$ cat src/rtl/sccb_target_responder.sv
// SCCB/I2C register target for the 2-byte-address sensor configuration master.
// Define SCCB_RESP_READ_EN to add the register file and serve read transactions.
module sccb_target_responder #(
  parameter logic [6:0] DEV_ADDR   = 7'h3C,
  parameter int         REGFILE_AW = 8,
  parameter int         FILTER_LEN = 3
) (
  input  logic        clk,
  input  logic        rst_n,
  input  logic        scl_i,
  input  logic        sda_i,
  output logic        sda_oe,
  output logic        wr_strobe,
  output logic [15:0] wr_addr,
  output logic [7:0]  wr_data,
  output logic        busy
);

  localparam logic [3:0] S_IDLE    = 4'd0,  S_DEV    = 4'd1,  S_DEV_ACK = 4'd2,
                         S_AH      = 4'd3,  S_AH_ACK = 4'd4,  S_AL      = 4'd5,
                         S_AL_ACK  = 4'd6,  S_WR     = 4'd7,  S_WR_ACK  = 4'd8,
                         S_RD      = 4'd9,  S_RD_MACK = 4'd10;

`ifdef SCCB_RESP_READ_EN
  localparam bit READ_EN = 1'b1;
`else
  localparam bit READ_EN = 1'b0;
`endif

  // index 1 = SCL, index 0 = SDA; idle bus is high, so everything resets to 1
  logic [1:0]                 sync1, sync2, filt, filt_q;
  logic [1:0][FILTER_LEN-1:0] hist;

  always_ff @(posedge clk or negedge rst_n) begin
    if (!rst_n) begin
      sync1  <= '1;
      sync2  <= '1;
      hist   <= '1;
      filt   <= '1;
      filt_q <= '1;
    end else begin
      sync1  <= {scl_i, sda_i};
      sync2  <= sync1;
      filt_q <= filt;
      for (int i = 0; i < 2; i++) begin
        hist[i] <= {hist[i][FILTER_LEN-2:0], sync2[i]};
        if (&hist[i])       filt[i] <= 1'b1;
        else if (~|hist[i]) filt[i] <= 1'b0;
      end
    end
  end

  logic scl, sda, start_ev, stop_ev, rise, fall;
  assign scl      = filt[1];
  assign sda      = filt[0];
  assign start_ev = scl & filt_q[1] & filt_q[0] & ~sda;
  assign stop_ev  = scl & filt_q[1] & ~filt_q[0] & sda;
  assign rise     = scl & ~filt_q[1];
  assign fall     = ~scl & filt_q[1];

  logic [3:0]  state, bit_cnt;
  logic [6:0]  sr;
  logic [7:0]  tx, rx_byte, rd_word;
  logic [15:0] ptr;
  logic        ack_ph, rw;

  assign rx_byte = {sr, sda};

`ifdef SCCB_RESP_READ_EN
  logic [7:0] regfile [2**REGFILE_AW];
  assign rd_word = regfile[ptr[REGFILE_AW-1:0]];

  always_ff @(posedge clk or negedge rst_n) begin
    if (!rst_n) begin
      for (int i = 0; i < 2**REGFILE_AW; i++) regfile[i] <= '0;
    end else if (wr_strobe) begin
      regfile[wr_addr[REGFILE_AW-1:0]] <= wr_data;
    end
  end
`else
  assign rd_word = 8'h00;
`endif

  always_ff @(posedge clk or negedge rst_n) begin
    if (!rst_n) begin
      state     <= S_IDLE;
      bit_cnt   <= '0;
      sr        <= '0;
      tx        <= '0;
      ptr       <= '0;
      ack_ph    <= 1'b0;
      rw        <= 1'b0;
      sda_oe    <= 1'b0;
      wr_strobe <= 1'b0;
      wr_addr   <= '0;
      wr_data   <= '0;
      busy      <= 1'b0;
    end else begin
      wr_strobe <= 1'b0;
      if (start_ev) begin
        busy    <= 1'b1;
        state   <= S_DEV;
        bit_cnt <= '0;
        ack_ph  <= 1'b0;
        sda_oe  <= 1'b0;
      end else if (stop_ev) begin
        busy   <= 1'b0;
        state  <= S_IDLE;
        ack_ph <= 1'b0;
        sda_oe <= 1'b0;
      end else begin
        case (state)
          S_DEV, S_AH, S_AL, S_WR: if (rise) begin
            sr      <= rx_byte[6:0];
            bit_cnt <= bit_cnt + 4'd1;
            if (bit_cnt == 4'd7) begin
              bit_cnt <= '0;
              case (state)
                S_DEV: begin
                  // a mismatched address, or a read without a register file, is simply not ACKed
                  if (rx_byte[7:1] == DEV_ADDR && (!rx_byte[0] || READ_EN)) begin
                    state <= S_DEV_ACK;
                    rw    <= rx_byte[0];
                    tx    <= rd_word;
                  end else begin
                    state <= S_IDLE;
                  end
                end
                S_AH: begin
                  ptr[15:8] <= rx_byte;
                  state     <= S_AH_ACK;
                end
                S_AL: begin
                  ptr[7:0] <= rx_byte;
                  state    <= S_AL_ACK;
                end
                default: begin
                  wr_strobe <= 1'b1;
                  wr_addr   <= ptr;
                  wr_data   <= rx_byte;
                  ptr       <= ptr + 16'd1;
                  state     <= S_WR_ACK;
                end
              endcase
            end
          end
          // first SCL fall opens the ACK slot, second closes it
          S_DEV_ACK, S_AH_ACK, S_AL_ACK, S_WR_ACK: if (fall) begin
            if (!ack_ph) begin
              ack_ph <= 1'b1;
              sda_oe <= 1'b1;
            end else begin
              ack_ph <= 1'b0;
              sda_oe <= 1'b0;
              case (state)
                S_DEV_ACK: if (rw) begin
                  state  <= S_RD;
                  sda_oe <= ~tx[7];
                end else begin
                  state <= S_AH;
                end
                S_AH_ACK: state <= S_AL;
                default:  state <= S_WR;
              endcase
            end
          end
          S_RD: begin
            if (rise) begin
              bit_cnt <= bit_cnt + 4'd1;
            end else if (fall) begin
              if (bit_cnt == 4'd8) begin
                bit_cnt <= '0;
                sda_oe  <= 1'b0;
                ptr     <= ptr + 16'd1;
                state   <= S_RD_MACK;
              end else begin
                tx     <= {tx[6:0], 1'b0};
                sda_oe <= ~tx[6];
              end
            end
          end
          S_RD_MACK: begin
            if (rise) begin
              if (sda) state <= S_IDLE;
              else     tx    <= rd_word;
            end else if (fall) begin
              state  <= S_RD;
              sda_oe <= ~tx[7];
            end
          end
          default: ;
        endcase
      end
    end
  end

endmodule
$ cat config.mk
export PLATFORM = sky130hd
export DESIGN_NAME = sccb_target_responder
export DESIGN_NICKNAME = d
export VERILOG_FILES = /design/src/rtl/sccb_target_responder.sv
export SDC_FILE = /design/constraint.sdc
export NUM_CORES = 1
export LEC_CHECK = 0
export CAP_MARGIN = 20
export CORE_ASPECT_RATIO = 1.5
export CORE_UTILIZATION = 63
export CTS_CLUSTER_SIZE = 8
export DETAILED_ROUTE_END_ITERATION = 8
export DONT_BUFFER_PORTS = 1
export PLACE_DENSITY_LB_ADDON = 0.3
export SETUP_SLACK_MARGIN = 0.2
export SYNTH_ARGS = -nofsm -noshare
export SYNTH_HDL_FRONTEND = slang
export SYNTH_SLANG_ARGS = --single-unit
$ cat constraint.sdc
create_clock -name clk -period 2.5 [get_ports clk]
set_input_delay 0.5 -clock clk [delete_from_list [all_inputs] [get_ports clk]]
set_output_delay 0.5 -clock clk [all_outputs]
set_load 0.02 [all_outputs]
==> metrics.md <==
| Metric | Value |
|---|---|
| Std cell rows | `33` |
| Nets | `359` |
| Die Span Y | `94.87 microns` |
| Core Area | `5492 sq um` |
| Die area | `6063 sq um` |
| Share of cells above drive strength 1 | `0.2429` |
| RSZ-0062 raised after global routing | `true` |
| Library cells used by synthesis | `52` |
| Status | `finished clean` |
| Final setup viols | `0` |
| GR Overflow Total | `0` |
| Htree depth | `3` |
| Syn Inst Count | `349` |
| DRT iter0 DRCs | `170` |
| WP data required | `2.73 ns` |
| Startpoint types | `flip-flop` |
| # DRC | `0` |
| Root buffer cell | `clkbuf_8` |
| P_leak | `0.001775 uW` |
| Gp weighted congestion | `0.9029` |
| Register share of total power | `0.458` |
| Syn avg cell area | `10.38 sq um` |
| Global-route wire length before repair | `12.29 mm` |
| WL/cell | `17.71 microns` |
| Post-Route Setup TNS | `0 ns` |
| WS Path Type | `flip-flop to flip-flop` |
| Count of input and output buffers | `0` |
| Routed vias/inst | `6.328` |
| R2R depth | `6` |
| IR drop worst, VDD | `592.0 uV` |
| Grt met2 use | `0.4610` |
| # fillers | `386` |
| Combinational Power Share | `0.319` |
| R2r setup slk | `0.28 ns` |
| Worst-path clk slew | `0.08 ns` |
| Hold Slack | `0.01749 ns` |
| Vias | `2,683` |
| Final period utilization | `0.8875` |
| Worst min-delay path class | `input port to async pin` |
| Post-synth EDFFs | `0` |
| Setup bufs post-CTS | `0` |
| Synthesized area | `3622 sq um` |
| Final core utilization | `0.7095` |
| Total GRT Usage | `0.2730` |
| Die Wd | `63.91 microns` |
| Final antenna-violating net count | `0` |
| Total clock sinks | `74` |
| Num CTS Buffers | `9` |
| Clk pwr share | `0.223` |
| Layout Skew | `0.005709 ns` |
| Worst slew margin relative to its limit | `0.5465` |
| Critical path origin | `filt_q[1]` |
| WL final | `7.511 mm` |
| GRT met1 Usage | `0.3307` |
| Top_reg_cell synth | `dfrtp_1` |
| Power, Total | `3990 uW` |
| Sequential Area | `1869 sq um` |
| Power Density | `1024 nW/um^2` |
| Crit Path Max Fanout | `7` |
| Area of the multi-input gates | `1597 sq um` |
| R2R Path End | `state[0]` |
| Synth Warn # | `0` |
| Final Hold Viols | `0` |
| Psw | `1617 uW` |
| Launch point of the worst reg-to-reg path | `filt_q[1]` |
| Area delta synth->final | `7.565%` |
| Largest net degree at the start of global routing | `75` |
| Ys async rst share | `1.000` |
| Flops & latches, synth | `74` |
| Starting Density | `0.6596` |
| M3 GR Usage | `0.05314` |
| Number of global-route vias before repair | `2,547` |
| Initial antenna violation count | `0` |
| # diodes | `0` |
| Global route hottest layer | `met2` |
| Post-DP HPWL | `5.149 mm` |
| Fmax achieved | `450.7 MHz` |
| I/O Pins | `31` |
| Clk Latency, worst-skew pair | `0.36 ns` |
| Clock buffer depth | `2` |
| Maxcap violations | `0` |
| CTS tree | `done` |
| Max-slew violation count | `0` |
| First-pass iteration count of the detailed router | `4` |
| CP endpoint kind | `flip-flop` |
| Syn Nets | `359` |
| Pint | `2373 uW` |
| Post-route minimum period | `2.219 ns` |
| Sw Share | `0.4053` |
| CP endpoint | `state[0]` |
| Arr. time, crit path | `2.45 ns` |
| Slew @ Worst Pin | `0.6788 ns` |
| Sequential area share after synthesis | `0.5161` |
## power by group through the flow
stage	Combinational [uW]	Clock (uW)	Sequential (uW)
global route	1410	956	1870
global placement	1190	0	1830
finish	1270	891	1830
detailed placement	1210	0	1840
CTS	1260	909	1820
floorplan	1060	0	1690
## worst max-delay path, stage by stage, from the launching register on
cell	delay, ns
dfstp_2	0.55
ha_1	0.21
or3b_4	0.41
o2bb2ai_2	0.23
o211a_2	0.35
mux2i_1	0.23
o22ai_1	0.12
## state kept, by name (all words and copies together), names as in the netlist
| signal | flops |
|---|---|
| sync2 | 2 |
| wr_addr | 16 |
| ptr | 16 |
| busy | 1 |
| bit_cnt | 4 |
| sr | 7 |
| wr_strobe | 1 |
| sync1 | 2 |
| filt_q | 2 |
| hist | 6 |
| state | 4 |
| filt | 2 |
| wr_data | 8 |
| rw | 1 |
| sda_oe | 1 |
| ack_ph | 1 |
## per-stage QoR
step                std cells  worst slack, ns  instance area, sq um
detailed placement        407           0.2193                  3674
CTS                       424           0.2279                  3891
finish                    424           0.2812                  3896
global route              424           0.1786                  3896
global placement          407           0.2162                  3674
floorplan                 349           0.4047                  3622
## placed cells by master (no fill, tap or decap), drive strengths merged, types with 5 or more instances in the layout
| cell type | instances |
|---|---|
| a2bb2oi | 5 |
| clkbuf | 9 |
| o21ai | 27 |
| nor2 | 19 |
| mux2 | 30 |
| nand2 | 40 |
| a21oi | 35 |
| o22ai | 8 |
| nand3 | 14 |
| inv | 18 |
| buf | 10 |
| dfrtp | 60 |
| ha | 6 |
| nand4 | 5 |
| nor3 | 5 |
| dfstp | 14 |
## how the worst min path moves through the flow
stage | startpoint | end | slack, ns | cells after the start
finish | rst_n | bit_cnt[2] | 0.02 | 1
global route | rst_n | bit_cnt[2] | 0.04 | 1
CTS | rst_n | wr_data[6] | 0.02 | 1
detailed placement | rst_n | bit_cnt[0] | 0.21 | 0
global placement | rst_n | bit_cnt[1] | 0.21 | 0
floorplan | rst_n | ack_ph | 0.20 | 0
## cell usage after synthesis (4+ instances only)
cell	n	area share
a21oi_1	32	0.044
a2bb2oi_1	5	0.012
and3_1	4	0.0069
clkbuf_1	11	0.011
dfrtp_1	60	0.41
dfstp_2	14	0.10
ha_1	6	0.021
inv_1	12	0.012
mux2_2	30	0.093
mux2i_1	4	0.011
nand2_1	40	0.041
nand3_1	13	0.018
nand4_1	5	0.0086
nor2_1	18	0.019
nor3_1	5	0.0069
o21ai_0	26	0.036
o22ai_1	8	0.014
## kinds of logic (layout without fill, tap and decap cells)
group	count (synthesis)	after routing	synth area share
AND/OR/NAND/NOR	104	104	0.1406
AO/OA/AOI/OAI	96	96	0.1689
flip-flops	74	74	0.5161
multiplexers	34	34	0.1043
buffers and inverters	33	38	0.04456
adder cells (fa/ha/maj)	6	6	0.02072
XOR/XNOR	2	2	0.004837
## final cells by class
| cell class | count | area share |
|---|---|---|
| Clock buffer | 9 | 0.03179 |
| Multi-Input combinational cell | 242 | 0.4098 |
| Timing Repair Buffer | 10 | 0.02762 |
| Tap cell | 70 | 0.02248 |
| Inverter | 12 | 0.01156 |
| Clock inverter | 7 | 0.01702 |
| Sequential cell | 74 | 0.4798 |
## routing by layer
layer	vias up	wire length [microns]
li1	1262	-
met1	1318	3121
met2	87	3886
met3	16	315
met4	0	188
met5	-	0
## timing repair
item,4_1_cts,5_1_grt
hold buffers,1,0
hold endpoints to repair,74,0
gates resized for setup,1,3
endpoints found under the setup margin,1,36
Power figures use the tool's default switching activity.
